**src/rtl/tomasulo_rs_mpy.sv**
```systemverilog
// Multiply-unit reservation station: holds dispatched ops until both operands are
// captured (at dispatch or from the CDB), then issues the oldest ready op each cycle.
module tomasulo_rs_mpy #(
    parameter int N     = 4,
    parameter int W     = 32,
    parameter int TAG_W = 4
) (
    input  logic                     clk,
    input  logic                     rst,
    input  logic                     disp_vld,
    output logic                     disp_rdy,
    input  logic [TAG_W-1:0]         disp_tag,
    input  logic                     disp_a_rdy,
    input  logic [W-1:0]             disp_a,
    input  logic [TAG_W-1:0]         disp_a_tag,
    input  logic                     disp_b_rdy,
    input  logic [W-1:0]             disp_b,
    input  logic [TAG_W-1:0]         disp_b_tag,
    input  logic                     cdb_vld,
    input  logic [TAG_W-1:0]         cdb_tag,
    input  logic [W-1:0]             cdb_data,
    output logic                     iss_vld,
    output logic [TAG_W-1:0]         iss_tag,
    output logic [W-1:0]             iss_a,
    output logic [W-1:0]             iss_b,
    output logic [$clog2(N+1)-1:0]   occ
);

    localparam int OCC_W = $clog2(N+1);
    localparam int IDX_W = $clog2(N);

    logic [N-1:0]       vld;
    logic [N-1:0]       a_rdy;
    logic [N-1:0]       b_rdy;
    logic [TAG_W-1:0]   ent_tag [N];
    logic [TAG_W-1:0]   a_tag   [N];
    logic [TAG_W-1:0]   b_tag   [N];
    logic [W-1:0]       a_val   [N];
    logic [W-1:0]       b_val   [N];
    // older[i][j] set means entry i was dispatched before entry j
    logic [N-1:0]       older   [N];

    logic [N-1:0]       cand;
    logic [N-1:0]       sel_oh;
    logic               sel_vld;
    logic [IDX_W-1:0]   sel_idx;
    logic [IDX_W-1:0]   free_idx;
    logic [N-1:0]       a_wake;
    logic [N-1:0]       b_wake;
    logic               disp_fire;
    logic               a_byp;
    logic               b_byp;

    assign disp_rdy  = (occ != OCC_W'(N));
    assign disp_fire = disp_vld && disp_rdy;
    assign a_byp     = !disp_a_rdy && cdb_vld && (cdb_tag == disp_a_tag);
    assign b_byp     = !disp_b_rdy && cdb_vld && (cdb_tag == disp_b_tag);

    // Oldest-ready select, free-slot search and CDB tag match, all from registered state.
    always_comb begin
        // NOTE: every output of this block gets a default first so no latch is inferred.
        cand     = vld & a_rdy & b_rdy;
        sel_oh   = cand;
        sel_vld  = 1'b0;
        sel_idx  = '0;
        free_idx = '0;
        a_wake   = '0;
        b_wake   = '0;
        for (int i = 0; i < N; i++) begin
            for (int j = 0; j < N; j++) begin
                if (j != i && cand[j] && older[j][i]) sel_oh[i] = 1'b0;
            end
        end
        for (int i = 0; i < N; i++) begin
            if (sel_oh[i]) begin
                sel_vld = 1'b1;
                sel_idx = IDX_W'(i);
            end
        end
        for (int i = N - 1; i >= 0; i--) begin
            if (!vld[i]) free_idx = IDX_W'(i);
        end
        for (int i = 0; i < N; i++) begin
            a_wake[i] = vld[i] && !a_rdy[i] && cdb_vld && (cdb_tag == a_tag[i]);
            b_wake[i] = vld[i] && !b_rdy[i] && cdb_vld && (cdb_tag == b_tag[i]);
        end
    end

    // Entry control state: valid/ready flags and the pairwise age relation.
    always_ff @(posedge clk or negedge rst) begin
        if (!rst) begin
            vld   <= '0;
            a_rdy <= '0;
            b_rdy <= '0;
            for (int i = 0; i < N; i++) older[i] <= '0;
        end else begin
            // NOTE: sequential state uses non-blocking assignments so every entry sees pre-edge values.
            for (int i = 0; i < N; i++) begin
                if (disp_fire && free_idx == IDX_W'(i)) begin
                    vld[i]   <= 1'b1;
                    a_rdy[i] <= disp_a_rdy || a_byp;
                    b_rdy[i] <= disp_b_rdy || b_byp;
                    older[i] <= '0;
                end else begin
                    if (sel_vld && sel_idx == IDX_W'(i)) vld[i] <= 1'b0;
                    if (a_wake[i]) a_rdy[i] <= 1'b1;
                    if (b_wake[i]) b_rdy[i] <= 1'b1;
                    if (disp_fire) older[i][free_idx] <= 1'b1;
                end
            end
        end
    end

    // NOTE: payload storage is deliberately not reset; it is only observed behind a set valid bit.
    always_ff @(posedge clk) begin
        for (int i = 0; i < N; i++) begin
            if (disp_fire && free_idx == IDX_W'(i)) begin
                ent_tag[i] <= disp_tag;
                a_tag[i]   <= disp_a_tag;
                b_tag[i]   <= disp_b_tag;
                a_val[i]   <= disp_a_rdy ? disp_a : cdb_data;
                b_val[i]   <= disp_b_rdy ? disp_b : cdb_data;
            end else begin
                if (a_wake[i]) a_val[i] <= cdb_data;
                if (b_wake[i]) b_val[i] <= cdb_data;
            end
        end
    end

    // Registered issue port and occupancy.
    always_ff @(posedge clk or negedge rst) begin
        if (!rst) begin
            iss_vld <= 1'b0;
            iss_tag <= '0;
            iss_a   <= '0;
            iss_b   <= '0;
            occ     <= '0;
        end else begin
            iss_vld <= sel_vld;
            if (sel_vld) begin
                iss_tag <= ent_tag[sel_idx];
                iss_a   <= a_val[sel_idx];
                iss_b   <= b_val[sel_idx];
            end
            case ({disp_fire, sel_vld})
                2'b10:   occ <= occ + OCC_W'(1);
                2'b01:   occ <= occ - OCC_W'(1);
                default: occ <= occ;
            endcase
        end
    end

endmodule

```
**config.mk**
```make
export PLATFORM = sky130hd
export DESIGN_NAME = tomasulo_rs_mpy
export DESIGN_NICKNAME = d
export VERILOG_FILES = /design/src/rtl/tomasulo_rs_mpy.sv
export SDC_FILE = /design/constraint.sdc
export NUM_CORES = 1
export LEC_CHECK = 0
export ABC_CLOCK_PERIOD_IN_PS = 6500
export CAP_MARGIN = 20
export CORE_ASPECT_RATIO = 1.4
export CORE_MARGIN = 3
export CORE_UTILIZATION = 63
export CTS_BUF_LIST = sky130_fd_sc_hd__clkbuf_4
export CTS_CLUSTER_DIAMETER = 60
export CTS_CLUSTER_SIZE = 25
export DETAILED_ROUTE_END_ITERATION = 10
export PLACE_DENSITY = 0.86
export SETUP_SLACK_MARGIN = 0.4
export SLEW_MARGIN = 20
export SYNTH_ARGS = -nofsm -noshare
export SYNTH_HDL_FRONTEND = slang
export SYNTH_SLANG_ARGS = --single-unit
```
**constraint.sdc**
```tcl
create_clock -name clk -period 6.5 [get_ports clk]
set_input_delay 1.95 -clock clk [delete_from_list [all_inputs] [get_ports clk]]
set_output_delay 1.95 -clock clk [all_outputs]
set_load 0.01 [all_outputs]
```
==> reports/results.ini <==
[outcome]
status = completed

[sta]
setup_violations = 0
timing.slew.headroom = 0.260
fin_tns_setup_ps = 0
slew_viol_final = 0
fmax_mhz = 226
grt_setup_unrepaired = no
min_period_over_period = 0.682
report.final.hold_viol_count = 0
fin_skew_ps = 39.4
worst_slew_pin_slew_ps = 1110
period_minus_slack_ps = 4430

[critical_path]
end_kind = flop
critPathMaxFanout = 23
required_ps = 7040
worstRegToRegCells = 7
cp.arrival_ps = 4970
start_kind = input port
worst-r2r-setup-slack_ps = 2790
crit_type = in -> reg

[cts]
clkSinkCount = 400
root_buffer = clkbuf_4
cts_max_path_buffers = 3
post_cts_buffers = 0
clkSlewWorstSetupHoldPaths_ps = 240
htree_levels = 1
cts_tree = yes
cts_hold_buf = 0
cts_resized = 0
clk_latency_ps = 770
cts_made_buffers = 20

[routing]
dr.first_iter.drc_count = 1047
drcViolationCount = 0
dr.pass1.iters = 5
via_per_inst = 6.54
vias = 11895
wl_per_cell_um = 24.6
postRouteAntennaNets = 0
routed_wl_um = 44800

[yosys]
yosysWarnings = 0
synthAdderAreaFrac = 0.00180
ys_types = 46
synth_compound_area_frac = 0.0845
synthCells = 1293
yosys_most_used_dff = edfxtp_1
seq_area_frac_synth = 0.637
ys_ff_latch = 400
synth_xor_area_frac = 0.0208
synth_mux_area_frac = 0.161
async_flop_share = 0.240
synth-edff-count = 304
synthesis.nets = 1413
synth_area_um2 = 18100
synth_top_family_by_area = multiplexers
synth.avg_cell_area_um2 = 14.0
yosys.area_share.simple = 0.0685

[run]
maxCapViolations = 0

[floorplanning]
rows = 72
start_util = 0.648
dieArea_um2 = 30800
die_y_um = 207
coreArea_um2 = 27900
ioPinCount = 191
die_x_um = 149

[finish]
area.growth.synth_to_final_pct = 12.9
final_common_cell = edfxtp_1
nFillCells = 1864
finalNetCount = 1550
final_layout_size_suffix_gt1_frac = 0.225
final_cell_mix = edfxtp_1 (304), mux2_2 (251), clkdlybuf4s50_1 (189)

[power]
clockPowerShare = 0.110
power.total_mw = 8.61
p_leak_nw = 6.99
sw_frac_of_total = 0.389
combPwrFrac = 0.431
p_int_mw = 5.26
seqPwrFrac = 0.458
p_per_area_nw_per_um2 = 422
p_sw_mw = 3.35
peakVddDrop_mv = 0.311

[global_route]
grt_pass1_vias = 12340
grt_pass1_wl_um = 68200
grt_max_degree = 73
antenna_found_initial = 2
gr-total-overflow = 0
grt_usage = 0.286

[placed_design]
post-dp-hpwl_um = 26400
gp_congestion = 0.855
io_buffer_count = 190

[worst_hold_path]
holdCritPathClass = reg -> reg
whs_path_depth = 2

-- per-layer routing --
metal  vias to the layer above  global-route usage  wire length [µm]
li1                       5197                   -                 -
met1                      6030               0.355             16200
met2                       547               0.518             23900
met3                       119              0.0325              3180
met4                         2               0.109              1490
met5                         -                   0                13
-- per-stage QoR --
step | instances | hold slack, ps | cell area [µm²] | utilization | worst slack [ps]
2_1_floorplan | 1293 | 445 | 18100 | - | 2690
3_3_place_gp | 1778 | 459 | 20200 | 0.722 | 1330
3_5_place_dp | 1778 | 468 | 20200 | 0.722 | 1240
4_1_cts | 1813 | 516 | 20400 | 0.731 | 2110
5_1_grt | 1817 | 554 | 20400 | 0.731 | 1950
6_report | 1818 | 515 | 20400 | 0.731 | 2070
-- power by group through the flow --
stage                     sequential (mW)  combinational (mW)  clock [mW]
final                                3.95                3.72       0.949
after global routing                 4.01                4.01        1.03
after CTS                            3.94                3.71       0.953
after detailed placement             4.00                3.70           0
after global placement               3.98                3.59           0
after floorplan                      3.97                2.31           0
-- worst max-delay path, cell delays in order --
cell,delay (ps)
clkdlybuf4s50_1,690
xor2_1,280
nor3_1,200
nand4_1,250
o21ai_4,860
buf_4,350
mux2_2,360
-- synthesized netlist by cell type (2+ instances only) --
cell       count  area (µm²)
a31oi_1       54         338
nor2_1        86         323
buf_2         55         275
nor2b_1        2        12.5
mux2i_1        3        30.0
o221ai_1      16         140
buf_6          4        45.0
and3_1         4        25.0
and4_1         3        26.3
inv_1          6        22.5
dfrtp_1       96        2400
edfxtp_1     304        9130
clkbuf_1      22        82.6
a2bb2oi_1      2        17.5
mux2_1         5        56.3
buf_4          5        37.5
nor3_1        10        50.1
o2bb2ai_1     52         455
o21a_1         3        22.5
a22oi_1       18         135
nand3_1       53         265
a21oi_1       72         360
mux2_2       251        2830
xnor2_1       27         236
nand4_1       26         163
nor3b_1        2        15.0
xor2_1        16         140
nand2_1       78         293
-- path summary, 6_finish.rpt --
path	from	to
worst min register to register	a_val[0][5]	iss_a[5]
max in group asynchronous	rst	older[13]
worst max register to register	vld[1]	iss_a[16]
worst min-delay path	a_val[0][5]	iss_a[5]
min in group asynchronous	rst	iss_b[5]
worst max-delay path	cdb_tag[1]	b_val[0][26]
-- sequential cells by signal, summed over array words and instances, names as in the netlist --
name,cells
a_val,128
a_rdy,4
b_rdy,4
b_val,128
b_tag,16
iss_vld,1
occ,3
iss_a,32
vld,4
iss_b,32
a_tag,16
iss_tag,4
ent_tag,16
older,12
-- layout make-up --
type	instances	area (µm²)	share of cell area
sequential	400	11500	0.565
multi-input combinational	798	6140	0.300
timing repair buffer	202	1990	0.0974
tap	370	463	0.0227
clock buffer	30	225	0.0110
clock inverter	5	35.0	0.00172
inverter	8	30.0	0.00147
antenna	5	12.5	0.000613
-- cells by family (layout without fill, tap and decap cells) --
group / Yosys count / count (layout)
xor+xnor: 43 / 43
simple gates: 271 / 271
other cells: 0 / 5
compound gates: 223 / 223
mux: 259 / 259
fa+ha+maj: 2 / 2
buf+inv: 95 / 245
flops: 400 / 400
Power figures use the tool's default switching activity.
